==> src/rtl/fetch_unit_pkg.sv <==
// Shared types for the instruction fetch unit: FSM states, buffer entry layout
// and the canonical NOP encoding.
package fetch_unit_pkg;

  typedef enum logic [1:0] {
    IDLE = 2'd0,
    REQ  = 2'd1,
    WAIT = 2'd2
  } fetch_state_e;

  localparam logic [31:0] INSN_NOP = 32'h0000_0013;

  typedef struct packed {
    logic [31:0] insn;
    logic [31:0] pc;
  } fetch_entry_t;

  // Force a fetch target onto a word boundary.
  function automatic logic [31:0] align_pc(input logic [31:0] addr);
    return addr & ~32'h0000_0003;
  endfunction

endpackage

==> src/rtl/fetch_unit_fifo.sv <==
// Synchronous instruction buffer with zero-latency head output; a pop frees
// the slot a same-cycle push needs, so push+pop while full keeps occupancy.
module fetch_fifo
  import fetch_unit_pkg::*;
#(
  parameter int DEPTH = 2
) (
  input  logic                   i_clk,
  input  logic                   i_reset,
  input  logic                   i_flush,
  input  logic                   i_push,
  input  fetch_entry_t           i_push_data,
  input  logic                   i_pop,
  output fetch_entry_t           o_head,
  output logic [$clog2(DEPTH):0] o_count,
  output logic                   o_full,
  output logic                   o_empty
);

  localparam int AW = $clog2(DEPTH);
  localparam int CW = AW + 1;

  fetch_entry_t  r_mem [DEPTH];
  logic [AW-1:0] r_wr_ptr;
  logic [AW-1:0] r_rd_ptr;
  logic [CW-1:0] r_count;
  logic          w_do_push;
  logic          w_do_pop;

  assign o_full    = (r_count == CW'(DEPTH));
  assign o_empty   = (r_count == '0);
  assign o_count   = r_count;
  assign o_head    = r_mem[r_rd_ptr];
  assign w_do_pop  = i_pop && !o_empty && !i_flush;
  assign w_do_push = i_push && !i_flush && (!o_full || w_do_pop);

  always_ff @(posedge i_clk) begin
    if (w_do_push) r_mem[r_wr_ptr] <= i_push_data;
  end

  // DEPTH is a power of two, so the pointers wrap naturally.
  always_ff @(posedge i_clk) begin
    if (i_reset || i_flush) begin
      r_wr_ptr <= '0;
      r_rd_ptr <= '0;
      r_count  <= '0;
    end else begin
      if (w_do_push) r_wr_ptr <= r_wr_ptr + AW'(1);
      if (w_do_pop)  r_rd_ptr <= r_rd_ptr + AW'(1);
      r_count <= r_count + CW'(w_do_push) - CW'(w_do_pop);
    end
  end

endmodule

==> src/rtl/fetch_unit.sv <==
// Instruction fetch: one outstanding request, credit-gated by buffer space,
// redirect flushes and marks any in-flight word stale. Option: FETCH_MISALIGN_TRAP_EN.
//   state | meaning
//   IDLE  | first cycle out of reset
//   REQ   | request presented when credits allow
//   WAIT  | one request outstanding, awaiting imem_rvalid
module fetch_unit
  import fetch_unit_pkg::*;
#(
  parameter logic [31:0] RESET_PC   = 32'h0000_0000,
  parameter int          FIFO_DEPTH = 2
) (
  input  logic        clk,
  input  logic        reset,
  output logic        imem_req,
  output logic [31:0] imem_addr,
  input  logic        imem_ready,
  input  logic        imem_rvalid,
  input  logic [31:0] imem_rdata,
  output logic        insn_valid,
  input  logic        insn_ready,
  output logic [31:0] insn,
  output logic [31:0] pc,
  input  logic        redirect,
  input  logic [31:0] redirect_pc,
  output logic        fetch_fault
);

  localparam int CW = $clog2(FIFO_DEPTH) + 1;

  fetch_state_e  r_state;
  logic [31:0]   r_fetch_pc;
  logic [31:0]   r_req_addr;
  logic          r_stale;
  logic          w_fault;
  logic          w_accept;
  logic          w_push;
  logic          w_pop;
  logic          w_full;
  logic          w_empty;
  logic          w_has_credit;
  logic [CW-1:0] w_count;
  logic [CW-1:0] w_free;
  logic [CW-1:0] w_outstanding;
  logic [31:0]   w_redirect_pc;
  fetch_entry_t  w_push_entry;
  fetch_entry_t  w_head;

`ifdef FETCH_MISALIGN_TRAP_EN
  logic r_fault;

  always_ff @(posedge clk) begin
    if (reset)         r_fault <= 1'b0;
    else if (redirect) r_fault <= |redirect_pc[1:0];
  end

  assign w_fault = r_fault;
`else
  assign w_fault = 1'b0;
`endif

  assign fetch_fault   = w_fault;
  assign w_redirect_pc = align_pc(redirect_pc);

  // Credits reserve a slot for the in-flight word so the push can never overflow.
  assign w_free        = CW'(FIFO_DEPTH) - w_count;
  assign w_outstanding = CW'(r_state == WAIT);
  assign w_has_credit  = !w_full && (w_free > w_outstanding);

  assign imem_req  = (r_state == REQ) && w_has_credit && !w_fault;
  assign imem_addr = r_fetch_pc;
  assign w_accept  = imem_req && imem_ready;

  assign w_push       = (r_state == WAIT) && imem_rvalid && !r_stale && !redirect;
  assign w_pop        = insn_valid && insn_ready && !redirect;
  assign w_push_entry = '{insn: imem_rdata, pc: r_req_addr};

  always_ff @(posedge clk) begin
    if (reset) begin
      r_state    <= IDLE;
      r_fetch_pc <= RESET_PC;
      r_req_addr <= '0;
      r_stale    <= 1'b0;
    end else begin
      case (r_state)
        IDLE: r_state <= REQ;
        REQ: begin
          if (w_accept) begin
            r_state    <= WAIT;
            r_req_addr <= r_fetch_pc;
            r_fetch_pc <= r_fetch_pc + 32'd4;
            r_stale    <= redirect;
          end
        end
        WAIT: begin
          if (imem_rvalid) begin
            r_state <= REQ;
            r_stale <= 1'b0;
          end else if (redirect) begin
            r_stale <= 1'b1;
          end
        end
        default: r_state <= IDLE;
      endcase
      if (redirect) r_fetch_pc <= w_redirect_pc;
    end
  end

  fetch_fifo #(
    .DEPTH (FIFO_DEPTH)
  ) u_fifo (
    .i_clk       (clk),
    .i_reset     (reset),
    .i_flush     (redirect),
    .i_push      (w_push),
    .i_push_data (w_push_entry),
    .i_pop       (w_pop),
    .o_head      (w_head),
    .o_count     (w_count),
    .o_full      (w_full),
    .o_empty     (w_empty)
  );

  assign insn_valid = !w_empty;
  assign insn       = w_empty ? 32'h0 : w_head.insn;
  assign pc         = w_empty ? 32'h0 : w_head.pc;

endmodule

==> config.mk <==
export PLATFORM = sky130hd
export DESIGN_NAME = fetch_unit
export DESIGN_NICKNAME = d
export VERILOG_FILES = /design/src/rtl/fetch_unit_pkg.sv /design/src/rtl/fetch_unit_fifo.sv /design/src/rtl/fetch_unit.sv
export SDC_FILE = /design/constraint.sdc
export NUM_CORES = 1
export LEC_CHECK = 0
export ABC_AREA = 0
export ABC_CLOCK_PERIOD_IN_PS = 11500
export CAP_MARGIN = 15
export CORE_MARGIN = 1
export CORE_UTILIZATION = 30
export DETAILED_ROUTE_END_ITERATION = 16
export PLACE_DENSITY_LB_ADDON = 0.15
export SETUP_SLACK_MARGIN = 0.5
export SYNTH_ARGS = -nofsm -noshare
export SYNTH_HDL_FRONTEND = slang
export SYNTH_HIERARCHICAL = 1
export SYNTH_SLANG_ARGS = --single-unit
==> constraint.sdc <==
create_clock -name clk -period 11.5 [get_ports clk]
set_clock_uncertainty 0.1 [all_clocks]
set_input_delay 3.45 -clock clk [delete_from_list [all_inputs] [get_ports clk]]
set_output_delay 3.45 -clock clk [all_outputs]
set_load 0.05 [all_outputs]
### Word level (Yosys, flattened, before mapping)

Memory sizes are Yosys's and may differ from the RTL's. A register that Yosys moved wholly into a read port is not among the register bits.
Index checks and enable logic that the tools add are counted.

* flip-flop bits (word level): 71
* memory bits (writable): 128
* output and inout bits: 99
* logic and storage cells: 66
* memories: 1

Memories
* u_fifo.r_mem: words 2, width 64, rd ports 1, clocked after Yosys merged registers in 1, write ports 1, RTL line fetch_unit_fifo.sv:23 `fetch_entry_t r_mem [DEPTH];`

* add/sub/neg operators: 6
* $lt $le $gt $ge: 1
* equal/unequal tests: 6
* muxes and demuxes: 16
* reductions and logical operators: 28

Operators by type and width (count)
* $mux W32: 5
* $add A32 B3 Y32 const B: 1
* $logic_and A1 B1 Y1: 12
* $mux W1: 7
* $pmux W2 S3: 1
* $reduce_and A2 Y1: 3
* $reduce_bool A2 Y1: 3
* $eq A2 B2 Y1 const B: 2
* $logic_not A1 Y1: 4
* $logic_not A2 Y1: 2
* $mux W2: 2
* $ne A2 B2 Y1 const B: 2
* $ne A3 B3 Y1 const B: 1
* $reduce_and A3 Y1: 1
* $add A1 B1 Y1 const B: 2
* $add A2 B1 Y2: 1
* $eq A2 B1 Y1 const B: 1
* $gt A2 B1 Y1: 1
* $logic_or A1 B1 Y1: 2
* $pmux W1 S2: 1
* $reduce_or A2 Y1: 1
* $sub A2 B1 Y2: 1
* $sub A2 B2 Y2 const A: 1

### Depth between registers and ports, before layout

* word-level depth: 10
* gate-level depth with buffers: 12
* depth with buffers taken out: 10

### By module

The synthesis kept the hierarchy.

By module, submodules not included
* fetch_fifo: instances 1, cells an instance 236, area an instance 4916.0 sq um, seq. area each 3943.8 sq um
* fetch_unit: instances 1, cells an instance 476, area an instance 3627.2 sq um, seq. area each 1261.2 sq um

### Worst setup path after synthesis

Ideal clock, no wire load.

* path kind: input port to flip-flop
* start point: input port redirect
* end point: memory u_fifo/r_mem[1][0] (netlist name) (enable)
* library setup time: 0.578 ns
* arrival: 9.337 ns
* required time: 10.822 ns
* path slack: 1.486 ns
* stages on the path: 7
* buffers on the path: 3
* path through: clkbuf_1 clkinv_1 clkbuf_1 clkbuf_1 and3_1 nor3b_1 nor3b_1

* cells in the longest elaborated chain, start to end: 8

Ends and longest elaborated chain
* start, declared: RTL line fetch_unit.sv:24 `input logic redirect,`
* $logic_not A1 Y1: RTL line fetch_unit.sv:75 `assign w_pop = insn_valid && insn_ready && !redirect;`
* $logic_and A1 B1 Y1: RTL line fetch_unit.sv:75
* net w_pop: RTL line fetch_unit.sv:38 `logic w_pop;`
* $logic_and A1 B1 Y1 (2 in a row): RTL line fetch_unit_fifo.sv:34 `assign w_do_pop = i_pop && !o_empty && !i_flush;`
* $logic_or A1 B1 Y1: RTL line fetch_unit_fifo.sv:35 `assign w_do_push = i_push && !i_flush && (!o_full || w_do_pop);`
* $logic_and A1 B1 Y1: RTL line fetch_unit_fifo.sv:35
* $mux W1: RTL line fetch_unit_fifo.sv:38 `if (w_do_push) r_mem[r_wr_ptr] <= i_push_data;`
* $mux W1 (implied by the code): RTL line fetch_unit_fifo.sv:38
* end, declared: RTL line fetch_unit_fifo.sv:23

The timed path passes the listed nets, and every way through them passes these cells.

### Final worst setup path

* start point: input port redirect
* end point: memory u_fifo/r_mem[0][20] (netlist name) (enable)

RTL lines
* $logic_not A1 Y1: RTL line fetch_unit.sv:74 `assign w_push = (r_state == WAIT) && imem_rvalid && !r_stale && !redirect;`
* $logic_and A1 B1 Y1: RTL line fetch_unit.sv:74
* net w_push: RTL line fetch_unit.sv:37 `logic w_push;`
* $logic_and A1 B1 Y1 (2 in a row): RTL line fetch_unit_fifo.sv:35
* $mux W1: RTL line fetch_unit_fifo.sv:38
* $mux W1 (implied by the code): RTL line fetch_unit_fifo.sv:38

The timed path passes the listed nets, and every way through them passes these cells.

==> flow_summary.ini <==
[timing]
finalSetupTns_ns = 0
hold_violations = 0
worst_pin_slew_ns = 0.976
rsz0062_at_grt = false
finalSetupViolCount = 0
slew_violations = 0
fin_hold_ws_ns = 0.347
clock.fmax_mhz = 156
slew_headroom_pct = 34.9
fin_crit_sh_pct = 55.6
min_period_ns = 6.39

[drt]
viasPerCell = 4.78
drtIter0Drc = 403
vias = 5968
post-route-drc-count = 0
first_pass_iters = 5
wl_mm = 21.1
wire_per_inst_microns = 16.9
ant_nets = 0

[worst_setup_path]
critPathRequiredTime_ns = 11.46
endpoint_kind = flop
path_common_cell = buf_4
path_class = in2reg
crit_arrival_ns = 6.36
start_kind = primary input
critPathTopFamily = buffers and inverters
path_cells = clkdlybuf4s50_1, buf_4, nor3_1, nand2b_1, or3_1, inv_2, buf_4
rrSetupSlack_ns = 8.07
critical-path-slowest-cell = buf_4
path_buf_inv = 4
cp_max_fo = 46
max_stage_delay_ns = 0.62

[cts]
insertion_delay_ns = 0.43
h-tree-depth = 4
cts.sinks = 196
cts_hold_buf = 0
root_buffer = clkbuf_16
post-cts-setup-buffer-count = 0
numCtsBuffers = 17
cts_tree = built
clockBufferDepth = 2
clkTransAtPathRegs_ns = 0.07
cts_resized = 0

[logic_synthesis]
synth_edf_count = 128
yosysSeqAreaShare_pct = 60.9
yosys.cell_types.count = 59
syn_avg_cell_area_sq_um = 12.0
synth_area_sq_um = 8540
synthXorXnorAreaFrac_pct = 0.820
synth_area_leader_cell = edfxtp_1
synth_area_leaders = edfxtp_1, dfxtp_1, mux2_2
synthAdderAreaFrac_pct = 0.293
ys_ff_latch = 196
yosysWarnings = 6
synthMuxAreaShare_pct = 8.55
synth_top_family_by_area = simple AND/OR/NAND/NOR gates
synth-simple-area-share_pct = 18.7
syn-instance-count = 712
synthFlopType = edfxtp_1
ys_async_sr_fraction_pct = 0
synth_compound_area_share_pct = 7.51
synth_top_area_share_pct = 45.0

[finish]
num_antenna_cells = 0
areaGrowthSynthToFinish_pct = 29.8
final_layout_size_suffix_gt1_share_pct = 13.7
num-nets-final = 929
n_fill_cell = 2742

[worst_hold_path]
hold_path_class = reg2reg

[die]
die_w_microns = 171
die-area_sq_um = 29200
core_sq_um = 27900
io_pins = 169
num_rows = 61
start_util_pct = 30.6
die_h_microns = 171

[power]
powerDensity_nw_per_um2 = 134
power.leakage_uw = 0.00359
worst_ir_drop_vdd_uv = 71.9

[global_route]
grt_pass1_wl_mm = 32.7
grt_pass1_vias = 5690
antenna_found_initial = 1
grt.total_usage_pct = 14.7
overflow = 0
grt_max_degree = 65

[placement]
port_buffers = 163
globalplace.congestion = 0.783
dpl.hpwl_mm = 13.4

[status]
status = finished clean

[flow_run]
maxCapViolCount = 0
==> final timing paths <==
check	from	to	depth (start not counted)
worst min-delay path	r_req_addr[3]	u_fifo/r_mem[0][3]	0
worst min register to register	r_req_addr[3]	u_fifo/r_mem[0][3]	0
worst max-delay path	redirect	u_fifo/r_mem[0][20]	7
worst max register to register	r_state[1]	u_fifo/r_mem[0][20]	7
==> through the flow <==
stage / total power, uW / setup slack (ns) / instances / utilization (%) / cell area, sq um
final: 1490 / 5.11 / 1248 / 39.7 / 11100
after global routing: 1550 / 4.90 / 1248 / 39.7 / 11100
after CTS: 1510 / 5.09 / 1248 / 39.7 / 11100
after detailed placement: 916 / 4.63 / 1216 / 37.6 / 10500
after global placement: 915 / 4.64 / 1216 / 37.6 / 10500
after floorplan: 857 / 1.49 / 718 / - / 8570
==> cells in the final DEF, fill, tap and decap left out, types with 9 or more instances in the layout <==
cell,netlist,layout
o31ai_1,11,11
clkbuf_16,0,19
edfxtp_1,128,128
and3_1,10,10
buf_4,4,9
or4_1,13,13
mux2_2,64,64
dfxtp_1,68,67
a311oi_1,10,10
nand2_1,79,78
nor2_1,28,26
nor2b_1,70,70
clkdlybuf4s50_1,0,162
nand4_1,15,15
a21oi_1,35,35
nand3_1,19,19
==> state kept, by name, indices dropped and copies added, names as in the netlist, named ones only <==
| signal | count |
|---|---|
| imem_addr | 30 |
| r_req_addr | 30 |
| r_stale | 1 |
| r_state | 2 |
| u_fifo/o_count | 2 |
| u_fifo/r_mem | 128 |
| u_fifo/r_rd_ptr | 1 |
| u_fifo/r_wr_ptr | 1 |
==> cells in the mapped netlist (11+ instances only) <==
cell,number
edfxtp_1,128
nand2_1,79
nor2b_1,70
dfxtp_1,68
mux2_2,64
a21oi_1,35
clkbuf_1,30
nor2_1,28
nand3_1,19
nand4_1,15
buf_2,13
or4_1,13
o31ai_1,11
==> layer usage <==
layer | vias up | wire length (microns) | GRT usage, % | share of wire (%)
met5 | - | 13 | 0 | 0.062
met4 | 2 | 193 | 4.78 | 0.91
met3 | 15 | 1100 | 2.94 | 5.2
met2 | 152 | 9260 | 21.8 | 44
met1 | 2879 | 10500 | 21.2 | 50
li1 | 2920 | - | - | -
==> cell families (layout without fill, tap and decap cells) <==
family	count (synthesis)	in the layout
adders and majority gates	2	2
buffers and inverters	58	210
xor gates and xnor gates	8	8
other	1	7
muxes	65	65
AOI/OAI and AO/OA	92	92
DFF	196	196
and+or+nand+nor	290	290
==> worst reg2reg max path, delay by kind of cell, from the launching register on <==
family	cells	cell delay, ns
AND/OR/NAND/NOR	5	1.52
buffers and inverters	2	0.99
flip-flops	1	0.39
==> area by class of cell <==
type | instances | area, sq um | share of cell area (%)
Clock inverter | 10 | 81.3 | 0.733
Clock buffer | 22 | 497 | 4.48
Timing Repair Buffer | 172 | 1690 | 15.3
Multi-Input combinational cell | 464 | 3110 | 28.1
Sequential cell | 196 | 5210 | 47.0
Tap cell | 378 | 473 | 4.26
Inverter | 6 | 22.5 | 0.203
==> power by group <==
group	switching [uW]	leakage (uW)	internal, uW
registers	19.7	0.00179	759
clock network	274	0.000281	314
logic	70.9	0.00152	49.6
No activity file was read; power rests on OpenSTA's default activity.
